[config.mk]
export PLATFORM = sky130hd
export DESIGN_NAME = hd44780_bus_monitor_flat
export DESIGN_NICKNAME = d
export VERILOG_FILES = /design/src/rtl/hd44780_bus_monitor_if.sv /design/src/rtl/hd44780_bus_monitor.sv /design/src/flat_wrapper.sv
export SDC_FILE = /design/constraint.sdc
export NUM_CORES = 1
export LEC_CHECK = 0
export CAP_MARGIN = 5
export CELL_PAD_IN_SITES_DETAIL_PLACEMENT = 0
export CELL_PAD_IN_SITES_GLOBAL_PLACEMENT = 1
export CORE_ASPECT_RATIO = 1.1
export CORE_MARGIN = 10
export CORE_UTILIZATION = 47
export CTS_CLUSTER_DIAMETER = 30
export DETAILED_ROUTE_END_ITERATION = 8
export GPL_ROUTABILITY_DRIVEN = 0
export MAX_ROUTING_LAYER = met4
export PLACE_DENSITY_LB_ADDON = 0.1
export SLEW_MARGIN = 20
export SYNTH_ARGS = -nofsm -noshare
export SYNTH_HDL_FRONTEND = slang
export SYNTH_SLANG_ARGS = --single-unit
[constraint.sdc]
create_clock -name clk -period 2.5 [get_ports clk]
set_input_delay 0.5 -clock clk [delete_from_list [all_inputs] [get_ports clk]]
set_output_delay 0.5 -clock clk [all_outputs]
set_load 0.005 [all_outputs]
[src/rtl/hd44780_bus_monitor_if.sv]
// Bundle of the HD44780 4-bit LCD bus plus the monitor's status/readback signals.
// err_timing exists only when HD44780_MON_TIMING_CHECK_EN is defined.
interface hd44780_bus_monitor_if;
    logic       lcd_rs;
    logic       lcd_e;
    logic [3:0] lcd_d;
    logic       byte_valid;
    logic       byte_rs;
    logic [7:0] byte_data;
    logic       four_bit_mode;
    logic       display_on;
    logic [6:0] cursor_addr;
    logic       busy;
    logic [4:0] rd_addr;
    logic [7:0] rd_data;
    logic       err_clr;
    logic       err_overrun;
    logic       err_framing;
`ifdef HD44780_MON_TIMING_CHECK_EN
    logic       err_timing;
`endif

    // Bus driver / debug host side
    modport master (
        output lcd_rs, lcd_e, lcd_d, rd_addr, err_clr,
        input  byte_valid, byte_rs, byte_data, four_bit_mode, display_on,
               cursor_addr, busy, rd_data, err_overrun, err_framing
`ifdef HD44780_MON_TIMING_CHECK_EN
        , input err_timing
`endif
    );

    // Monitor side
    modport slave (
        input  lcd_rs, lcd_e, lcd_d, rd_addr, err_clr,
        output byte_valid, byte_rs, byte_data, four_bit_mode, display_on,
               cursor_addr, busy, rd_data, err_overrun, err_framing
`ifdef HD44780_MON_TIMING_CHECK_EN
        , output err_timing
`endif
    );
endinterface

[src/rtl/hd44780_bus_monitor.sv]
// HD44780 4-bit bus monitor: nibble reassembly, init handshake, instruction decode, 2-line DDRAM shadow.
// Optional E-high width check enabled by defining HD44780_MON_TIMING_CHECK_EN.
module hd44780_bus_monitor #(
    parameter int unsigned LINE_LEN   = 16
`ifdef HD44780_MON_TIMING_CHECK_EN
    , parameter int unsigned MIN_E_HIGH = 4
`endif
) (
    input  logic                  clk,
    input  logic                  rst,
    hd44780_bus_monitor_if.slave  bus
);
    localparam int unsigned ADDR_W    = 7;
    localparam int unsigned RAM_AW    = 5;
    localparam int unsigned RAM_DEPTH = 32;
    localparam logic [7:0]  BLANK     = 8'h20;

    typedef enum logic [1:0] {
        IDLE8 = 2'd0,
        HI4   = 2'd1,
        LO4   = 2'd2
    } state_t;

    state_t state_q, state_d;

    logic [2:0]       rs_sync, e_sync;
    logic [2:0][3:0]  d_sync;

    logic             byte_valid_q, byte_rs_q, four_bit_q, display_on_q, busy_q, id_inc_q;
    logic [7:0]       byte_data_q, rd_data_q;
    logic [ADDR_W-1:0] cursor_q;
    logic [3:0]       hi_nib_q;
    logic             hi_rs_q;
    logic [RAM_AW-1:0] clr_idx_q;
    logic             err_overrun_q, err_framing_q;

    logic [7:0]       shadow [RAM_DEPTH];

    logic             strobe_c, rs_cur_c;
    logic             store_hi_c, byte_done_c, lo_phase_c;
    logic [7:0]       asm_byte_c;
    logic             accept_c, fn_set_c, clear_c, in_window_c;
    logic             ram_we_c;
    logic [RAM_AW-1:0] ram_wa_c;
    logic [7:0]       ram_wd_c;

    // Two-flop synchronisers plus one delay stage for edge detection
    always_ff @(posedge clk) begin
        if (rst) begin
            rs_sync <= '0;
            e_sync  <= '0;
            d_sync  <= '0;
        end else begin
            rs_sync <= {rs_sync[1:0], bus.lcd_rs};
            e_sync  <= {e_sync[1:0], bus.lcd_e};
            d_sync  <= {d_sync[1:0], bus.lcd_d};
        end
    end

    assign strobe_c = e_sync[2] & ~e_sync[1];
    assign rs_cur_c = rs_sync[2];

    // FSM state register
    always_ff @(posedge clk) begin
        if (rst) state_q <= IDLE8;
        else     state_q <= state_d;
    end

    // FSM outputs: what a strobe means in the current nibble phase
    always_comb begin
        store_hi_c  = 1'b0;
        byte_done_c = 1'b0;
        lo_phase_c  = 1'b0;
        asm_byte_c  = {d_sync[2], 4'h0};
        case (state_q)
            IDLE8: byte_done_c = strobe_c;
            HI4:   store_hi_c  = strobe_c;
            LO4: begin
                byte_done_c = strobe_c;
                lo_phase_c  = 1'b1;
                asm_byte_c  = {hi_nib_q, d_sync[2]};
            end
            default: ;
        endcase
    end

    assign accept_c    = byte_done_c & ~busy_q;
    assign fn_set_c    = accept_c & ~rs_cur_c & (asm_byte_c[7:5] == 3'b001);
    // Clear is honoured even while busy so that a repeated Clear restarts the fill
    assign clear_c     = byte_done_c & ~rs_cur_c & (asm_byte_c == 8'h01);
    assign in_window_c = 32'(cursor_q[5:0]) < LINE_LEN;

    // FSM next state; Function Set re-syncs the nibble phase to HIGH
    always_comb begin
        state_d = state_q;
        case (state_q)
            IDLE8: ;
            HI4:   if (strobe_c) state_d = LO4;
            LO4:   if (strobe_c) state_d = HI4;
            default: state_d = IDLE8;
        endcase
        if (fn_set_c) state_d = asm_byte_c[4] ? IDLE8 : HI4;
    end

    function automatic logic [ADDR_W-1:0] addr_step(input logic [ADDR_W-1:0] a, input logic inc);
        logic [ADDR_W-1:0] r;
        if (inc) begin
            if (a == 7'h27)      r = 7'h40;
            else if (a == 7'h67) r = 7'h00;
            else                 r = a + 7'd1;
        end else begin
            if (a == 7'h00)      r = 7'h67;
            else if (a == 7'h40) r = 7'h27;
            else                 r = a - 7'd1;
        end
        return r;
    endfunction

    // Byte output, nibble holding, instruction decode, clear sequencer, error flags
    always_ff @(posedge clk) begin
        if (rst) begin
            byte_valid_q  <= 1'b0;
            byte_rs_q     <= 1'b0;
            byte_data_q   <= '0;
            hi_nib_q      <= '0;
            hi_rs_q       <= 1'b0;
            four_bit_q    <= 1'b0;
            display_on_q  <= 1'b0;
            id_inc_q      <= 1'b1;
            cursor_q      <= '0;
            busy_q        <= 1'b0;
            clr_idx_q     <= '0;
            err_overrun_q <= 1'b0;
            err_framing_q <= 1'b0;
        end else begin
            byte_valid_q <= byte_done_c;
            if (byte_done_c) begin
                byte_rs_q   <= rs_cur_c;
                byte_data_q <= asm_byte_c;
            end
            if (store_hi_c) begin
                hi_nib_q <= d_sync[2];
                hi_rs_q  <= rs_cur_c;
            end

            if (accept_c && !rs_cur_c) begin
                casez (asm_byte_c)
                    8'b1???????: cursor_q     <= asm_byte_c[6:0];
                    8'b01??????: ;
                    8'b001?????: four_bit_q   <= ~asm_byte_c[4];
                    8'b0001????: ;
                    8'b00001???: display_on_q <= asm_byte_c[2];
                    8'b000001??: id_inc_q     <= asm_byte_c[1];
                    8'b0000001?: cursor_q     <= '0;
                    default: ;
                endcase
            end else if (accept_c && rs_cur_c) begin
                cursor_q <= addr_step(cursor_q, id_inc_q);
            end

            if (clear_c) begin
                busy_q    <= 1'b1;
                clr_idx_q <= '0;
                cursor_q  <= '0;
                id_inc_q  <= 1'b1;
            end else if (busy_q) begin
                clr_idx_q <= clr_idx_q + 5'd1;
                if (clr_idx_q == 5'(RAM_DEPTH - 1)) busy_q <= 1'b0;
            end

            if (bus.err_clr) begin
                err_overrun_q <= 1'b0;
                err_framing_q <= 1'b0;
            end else begin
                if (byte_done_c && busy_q) err_overrun_q <= 1'b1;
                if (byte_done_c && lo_phase_c && (rs_cur_c != hi_rs_q)) err_framing_q <= 1'b1;
            end
        end
    end

    // Single shadow write port: clear fill has priority (data writes are blocked while busy)
    always_comb begin
        ram_we_c = 1'b0;
        ram_wa_c = clr_idx_q;
        ram_wd_c = BLANK;
        if (busy_q) begin
            ram_we_c = 1'b1;
        end else if (accept_c && rs_cur_c && in_window_c) begin
            ram_we_c = 1'b1;
            ram_wa_c = {cursor_q[6], cursor_q[3:0]};
            ram_wd_c = asm_byte_c;
        end
    end

    // Shadow contents survive rst
    always_ff @(posedge clk) begin
        if (ram_we_c && !rst) shadow[ram_wa_c] <= ram_wd_c;
    end

    always_ff @(posedge clk) begin
        if (rst) rd_data_q <= '0;
        else     rd_data_q <= shadow[bus.rd_addr];
    end

`ifdef HD44780_MON_TIMING_CHECK_EN
    logic [7:0] e_high_cnt_q;
    logic       err_timing_q;

    // Counts prior cycles of synchronised E high; width at the strobe is count+1
    always_ff @(posedge clk) begin
        if (rst) begin
            e_high_cnt_q <= '0;
            err_timing_q <= 1'b0;
        end else begin
            if (!e_sync[2])               e_high_cnt_q <= '0;
            else if (e_high_cnt_q != 8'hFF) e_high_cnt_q <= e_high_cnt_q + 8'd1;

            if (bus.err_clr)
                err_timing_q <= 1'b0;
            else if (strobe_c && (32'(e_high_cnt_q) + 32'd1 < MIN_E_HIGH))
                err_timing_q <= 1'b1;
        end
    end

    assign bus.err_timing = err_timing_q;
`endif

    assign bus.byte_valid    = byte_valid_q;
    assign bus.byte_rs       = byte_rs_q;
    assign bus.byte_data     = byte_data_q;
    assign bus.four_bit_mode = four_bit_q;
    assign bus.display_on    = display_on_q;
    assign bus.cursor_addr   = cursor_q;
    assign bus.busy          = busy_q;
    assign bus.rd_data       = rd_data_q;
    assign bus.err_overrun   = err_overrun_q;
    assign bus.err_framing   = err_framing_q;
endmodule
[src/flat_wrapper.sv]
// flat-port wrapper written by rule: the top's interface ports become plain ports
module hd44780_bus_monitor_flat 
#(
    parameter int unsigned LINE_LEN   = 16

)
  (clk, rst, bus_lcd_rs, bus_lcd_e, bus_lcd_d, bus_rd_addr, bus_err_clr, bus_byte_valid, bus_byte_rs, bus_byte_data, bus_four_bit_mode, bus_display_on, bus_cursor_addr, bus_busy, bus_rd_data, bus_err_overrun, bus_err_framing);
  hd44780_bus_monitor_if bus_i ();
  input  logic clk;
  input  logic rst;
  input wire logic [$bits(bus_i.lcd_rs)-1:0] bus_lcd_rs;
  input wire logic [$bits(bus_i.lcd_e)-1:0] bus_lcd_e;
  input wire logic [$bits(bus_i.lcd_d)-1:0] bus_lcd_d;
  input wire logic [$bits(bus_i.rd_addr)-1:0] bus_rd_addr;
  input wire logic [$bits(bus_i.err_clr)-1:0] bus_err_clr;
  output wire logic [$bits(bus_i.byte_valid)-1:0] bus_byte_valid;
  output wire logic [$bits(bus_i.byte_rs)-1:0] bus_byte_rs;
  output wire logic [$bits(bus_i.byte_data)-1:0] bus_byte_data;
  output wire logic [$bits(bus_i.four_bit_mode)-1:0] bus_four_bit_mode;
  output wire logic [$bits(bus_i.display_on)-1:0] bus_display_on;
  output wire logic [$bits(bus_i.cursor_addr)-1:0] bus_cursor_addr;
  output wire logic [$bits(bus_i.busy)-1:0] bus_busy;
  output wire logic [$bits(bus_i.rd_data)-1:0] bus_rd_data;
  output wire logic [$bits(bus_i.err_overrun)-1:0] bus_err_overrun;
  output wire logic [$bits(bus_i.err_framing)-1:0] bus_err_framing;
  assign bus_i.lcd_rs = bus_lcd_rs;
  assign bus_i.lcd_e = bus_lcd_e;
  assign bus_i.lcd_d = bus_lcd_d;
  assign bus_i.rd_addr = bus_rd_addr;
  assign bus_i.err_clr = bus_err_clr;
  assign bus_byte_valid = bus_i.byte_valid;
  assign bus_byte_rs = bus_i.byte_rs;
  assign bus_byte_data = bus_i.byte_data;
  assign bus_four_bit_mode = bus_i.four_bit_mode;
  assign bus_display_on = bus_i.display_on;
  assign bus_cursor_addr = bus_i.cursor_addr;
  assign bus_busy = bus_i.busy;
  assign bus_rd_data = bus_i.rd_data;
  assign bus_err_overrun = bus_i.err_overrun;
  assign bus_err_framing = bus_i.err_framing;
  hd44780_bus_monitor #(.LINE_LEN(LINE_LEN)) u_core (.clk(clk), .rst(rst), .bus(bus_i));
endmodule
==> metrics.md, run 1 <==
| Metric | Value |
|---|---|
| Outcome | `finished, final reports clean` |
| Ys Warns | `0` |
| IO Count | `44` |
| R2r endpoint | `u_core.shadow[19][6]` |
| Worst Setup End Kind | `register` |
| Slew Viols, Final | `0` |
| Power Density | `851 nW/um2` |
| Die footprint | `about 34000 um2` |
| Worst stage delay on the critical path | `0.63 ns` |
| Sequential share of the synthesized area | `a little over two thirds` |
| Post-Layout Inst Area | `about 16000 um2` |
| Rows | `63` |
| Max clock buf depth | `3` |
| Peak VDD IR | `546 uV` |
| Buffers & Inverters on Critical Path | `3` |
| Post-Syn Nets | `790` |
| EDFF count, synth | `256` |
| Total power | `13.6 mW` |
| Syn Inst Count | `between 700 and 800` |
| Initial Util | `47.5%` |
| FF+latch count, synth | `between 300 and 400` |
| Final Skew | `0.0288 ns` |
| Reg2reg start | `u_core.bus.busy` |
| DPL Wire Length | `20000 um` |
| Netlist cell types | `53` |
| WL per Instance | `23.9 um` |
| R2r setup slk | `0.11 ns` |
| Layout cells sized above 1 | `28.6%` |
| WHS Endpoint | `u_core.bus.rd_data[6]` |
| RSZ-0062 raised after global routing | `yes` |
| H-tree depth | `2` |
| Post-layout net count | `907` |
| Int Pwr | `10.7 mW` |
| Combinational share of power | `2.8%` |
| Setup TNS | `0 ns` |
| Part of the cycle the worst path needs | `95.7%` |
| Worst-path clk slew | `~0.050 ns` |
| Tightest Pin Transition | `approximately 0.76 ns` |
| Clock share of power | `55.5%` |
| ANT nets after route | `0` |
| Clk_lat worst skew | `0.57 ns` |
| # DRC | `0` |
| Kind of critical path | `register to register` |
| Layout Utilization | `59.4%` |
| Port Buffer Count | `43` |
| Critical-path cell list | `nor4b_4 -> buf_4 -> nand3_1 -> buf_4 -> a31oi_1 -> nor3_1 -> buf_4` |
| Post-Route WL | `approximately 31000 um` |
| Worst r2r path cells | `7` |
| Ys flop type | `edfxtp_1` |
| 1st-iter DRT viols | `between 600 and 700` |
| Setup slack after layout | `0.107 ns` |
| Grt total ovfl | `0` |
| CP Launch Type | `register` |
| Hold Path Class | `primary input to register` |
| Leak | `5.42 nW` |
| Dpl ws | `approximately 0.014 ns` |
| First-pass GRT wire length | `47500 um` |
| Hold-fix buffers at CTS | `0` |
| Die W | `177 um` |
| Syn_area_per_cell | `16.5 um2` |
| Crit-path slowest cell | `a31oi_1` |
| Final setup fails | `0` |
| Placed Instance Area | `around 14000 um2` |
| Layout filler cell count | `2019` |
| Root buf cell | `clkbuf_16` |
| CTS Buf Count | `56` |
| Fmax | `418 MHz` |
| Asr flop ratio synth | `0%` |
| Number of global-route vias before repair | `7752` |
| Net Sw Power | `2.88 mW` |
| Post-CTS Setup Bufs | `0` |
| Family with the most delay on the worst path | `compound AO/OA/AOI/OAI gates` |
| Most used cell, CP | `buf_4` |
| CTS tree | `yes` |
| Critical path peak fanout | `23` |
| MaxCap Viol Count | `0` |
| DR vias | `7369` |
| Area delta synth->final | `25.0%` |
| Die Height | `about 190 um` |
| Data required, critical path | `around 2.8 ns` |
| # resized after CTS | `0` |
| Pin count of the biggest net entering global routing | `between 40 and 50` |
| Sequential Power Share | `a little over two fifths` |
| Worst min-delay path startpoint | `rst` |
| Slew headroom | `between 40% and 50%` |
| Vias per cell | `5.69` |
| DRT Pass-1 Iters | `5` |
| Final Hold Fails | `0` |
| Total GRT Usage | `19.0%` |
| Clock sink total | `317` |
| Sw frac | `21.2%` |
| Initial antenna violation count | `1` |
| Tmin final | `2.39 ns` |
| Post-Syn Area | `approximately 13000 um2` |
| Core footprint | `26900 um2` |
| Hold path depth | `2` |
| Arrival time at the worst endpoint | `2.69 ns` |
[Yosys cell counts (2+ instances only)]
cell	count	area share, %
nand3_1	7	0.27
buf_2	16	0.63
mux4_2	72	13
a31oi_1	11	0.54
buf_1	3	0.088
a2111oi_0	8	0.55
a211oi_1	14	0.82
clkbuf_1	27	0.79
or3_1	4	0.20
xor2_1	4	0.27
mux2i_1	19	1.5
dfxtp_1	61	9.6
or3b_1	2	0.14
nor3_1	17	0.67
o21ai_0	8	0.31
inv_1	18	0.53
edfxtp_1	256	60
or3b_2	3	0.21
a21oi_1	20	0.78
nor4_1	11	0.54
nand2_1	23	0.68
nand2b_1	8	0.39
nand3b_1	3	0.18
o22ai_1	8	0.39
or2_2	4	0.20
nor2_1	67	2.0
nand4_1	5	0.25
o211ai_1	2	0.12
nor2b_1	31	1.5
and3_1	6	0.29
buf_4	5	0.29
ha_1	4	0.39
a311oi_1	3	0.21
a22oi_1	2	0.12
buf_6	2	0.18
[power groups by stage]
stage / Sequential, mW / Clock, mW / Combinational [mW]
after floorplan: 5.77 / 0 / 0.231
after global routing: 5.67 / 7.94 / 0.404
after detailed placement: 5.77 / 0 / 0.378
after global placement: 5.77 / 0 / 0.376
final: 5.67 / 7.54 / 0.375
after CTS: 5.67 / 7.66 / 0.381
[cells by family (layout without fill, tap and decap cells)]
| kind of cell | after synthesis | after routing | synth area share (%) |
|---|---|---|---|
| other | 0 | 1 | 0 |
| AOI/OAI and AO/OA | 85 | 85 | 4.49 |
| xor gates and xnor gates | 5 | 5 | 0.343 |
| muxes | 92 | 92 | 14.4 |
| buffers and inverters | 71 | 236 | 2.51 |
| adders and majority gates | 4 | 4 | 0.392 |
| DFF | 317 | 317 | 69.8 |
| and+or+nand+nor | 198 | 198 | 8.10 |
[worst max path at each step]
stage	from	endpoint	slack (ns)	cells past startpoint
after floorplan	u_core.bus.busy	u_core.shadow[11][0]	-0.06	7
after global placement	u_core.bus.busy	u_core.shadow[23][6]	0.002	7
after detailed placement	u_core.bus.busy	u_core.shadow[23][1]	0.01	7
after CTS	u_core.bus.busy	u_core.shadow[23][4]	0.02	7
after global routing	u_core.e_sync[2]	u_core.shadow[19][5]	-0.005	7
final	u_core.bus.busy	u_core.shadow[19][6]	0.11	7
[layout by cell type (no fill, tap or decap), types with 16 or more instances in the layout]
cell type and instances:
dfxtp_1 61, nor2b_1 31, clkbuf_16 57, nor3_1 16, buf_4 63, clkdlybuf4s50_1 40, inv_1 18, nor2_1 56
mux4_2 72, mux2i_1 19, edfxtp_1 256, a21oi_1 20, nand2_1 23
[metal layers]
layer	vias up	global-route usage [%]	wire length, um
met5	-	-	0
met4	0	6.47	854
met3	65	3.64	1880
met2	279	30.9	15500
met1	3727	23.7	12700
li1	3298	-	-
[flip-flops by register name (all words and copies together), names as in the netlist, 3 cells and up]
| name | cells |
|---|---|
| u_core.e_sync | 3 |
| u_core.bus.byte_data | 8 |
| u_core.hi_nib_q | 4 |
| u_core.shadow | 256 |
| u_core.rs_sync | 3 |
| u_core.clr_idx_q | 5 |
| u_core.d_sync | 12 |
| u_core.bus.cursor_addr | 7 |
| u_core.bus.rd_data | 8 |
[per-stage QoR]
stage          hold WS (ns)  instances
2_1_floorplan         0.414        772
3_3_place_gp          0.419       1188
3_5_place_dp          0.426       1188
4_1_cts               0.335       1294
5_1_grt               0.378       1295
6_report              0.370       1295
[area by class of cell]
| type | instances | area, um2 | area share [%] |
|---|---|---|---|
| repair buffers | 112 | 1020 | 6.41 |
| multi-input cells | 384 | 3580 | 22.4 |
| diodes | 1 | 2.50 | 0.0157 |
| clock buffers | 61 | 1440 | 9.03 |
| clock inverters | 45 | 488 | 3.06 |
| flip-flops and latches | 317 | 8910 | 55.8 |
| inverters | 18 | 67.6 | 0.423 |
| well taps | 357 | 447 | 2.80 |
Power figures use the tool's default switching activity.
==> run 2, diff against run 1 <==
--- a/config.mk
+++ b/config.mk
@@ -5,7 +5,6 @@
 export SDC_FILE = /design/constraint.sdc
 export NUM_CORES = 1
 export LEC_CHECK = 0
-export CAP_MARGIN = 5
 export CELL_PAD_IN_SITES_DETAIL_PLACEMENT = 0
 export CELL_PAD_IN_SITES_GLOBAL_PLACEMENT = 1
 export CORE_ASPECT_RATIO = 1.1
@@ -14,6 +13,7 @@
 export CTS_CLUSTER_DIAMETER = 30
 export DETAILED_ROUTE_END_ITERATION = 8
 export GPL_ROUTABILITY_DRIVEN = 0
+export HOLD_SLACK_MARGIN = 0.1
 export MAX_ROUTING_LAYER = met4
 export PLACE_DENSITY_LB_ADDON = 0.1
 export SLEW_MARGIN = 20
==> results of run 2 <==
The final DEF is identical to that of run 1; final timing and power are the same.
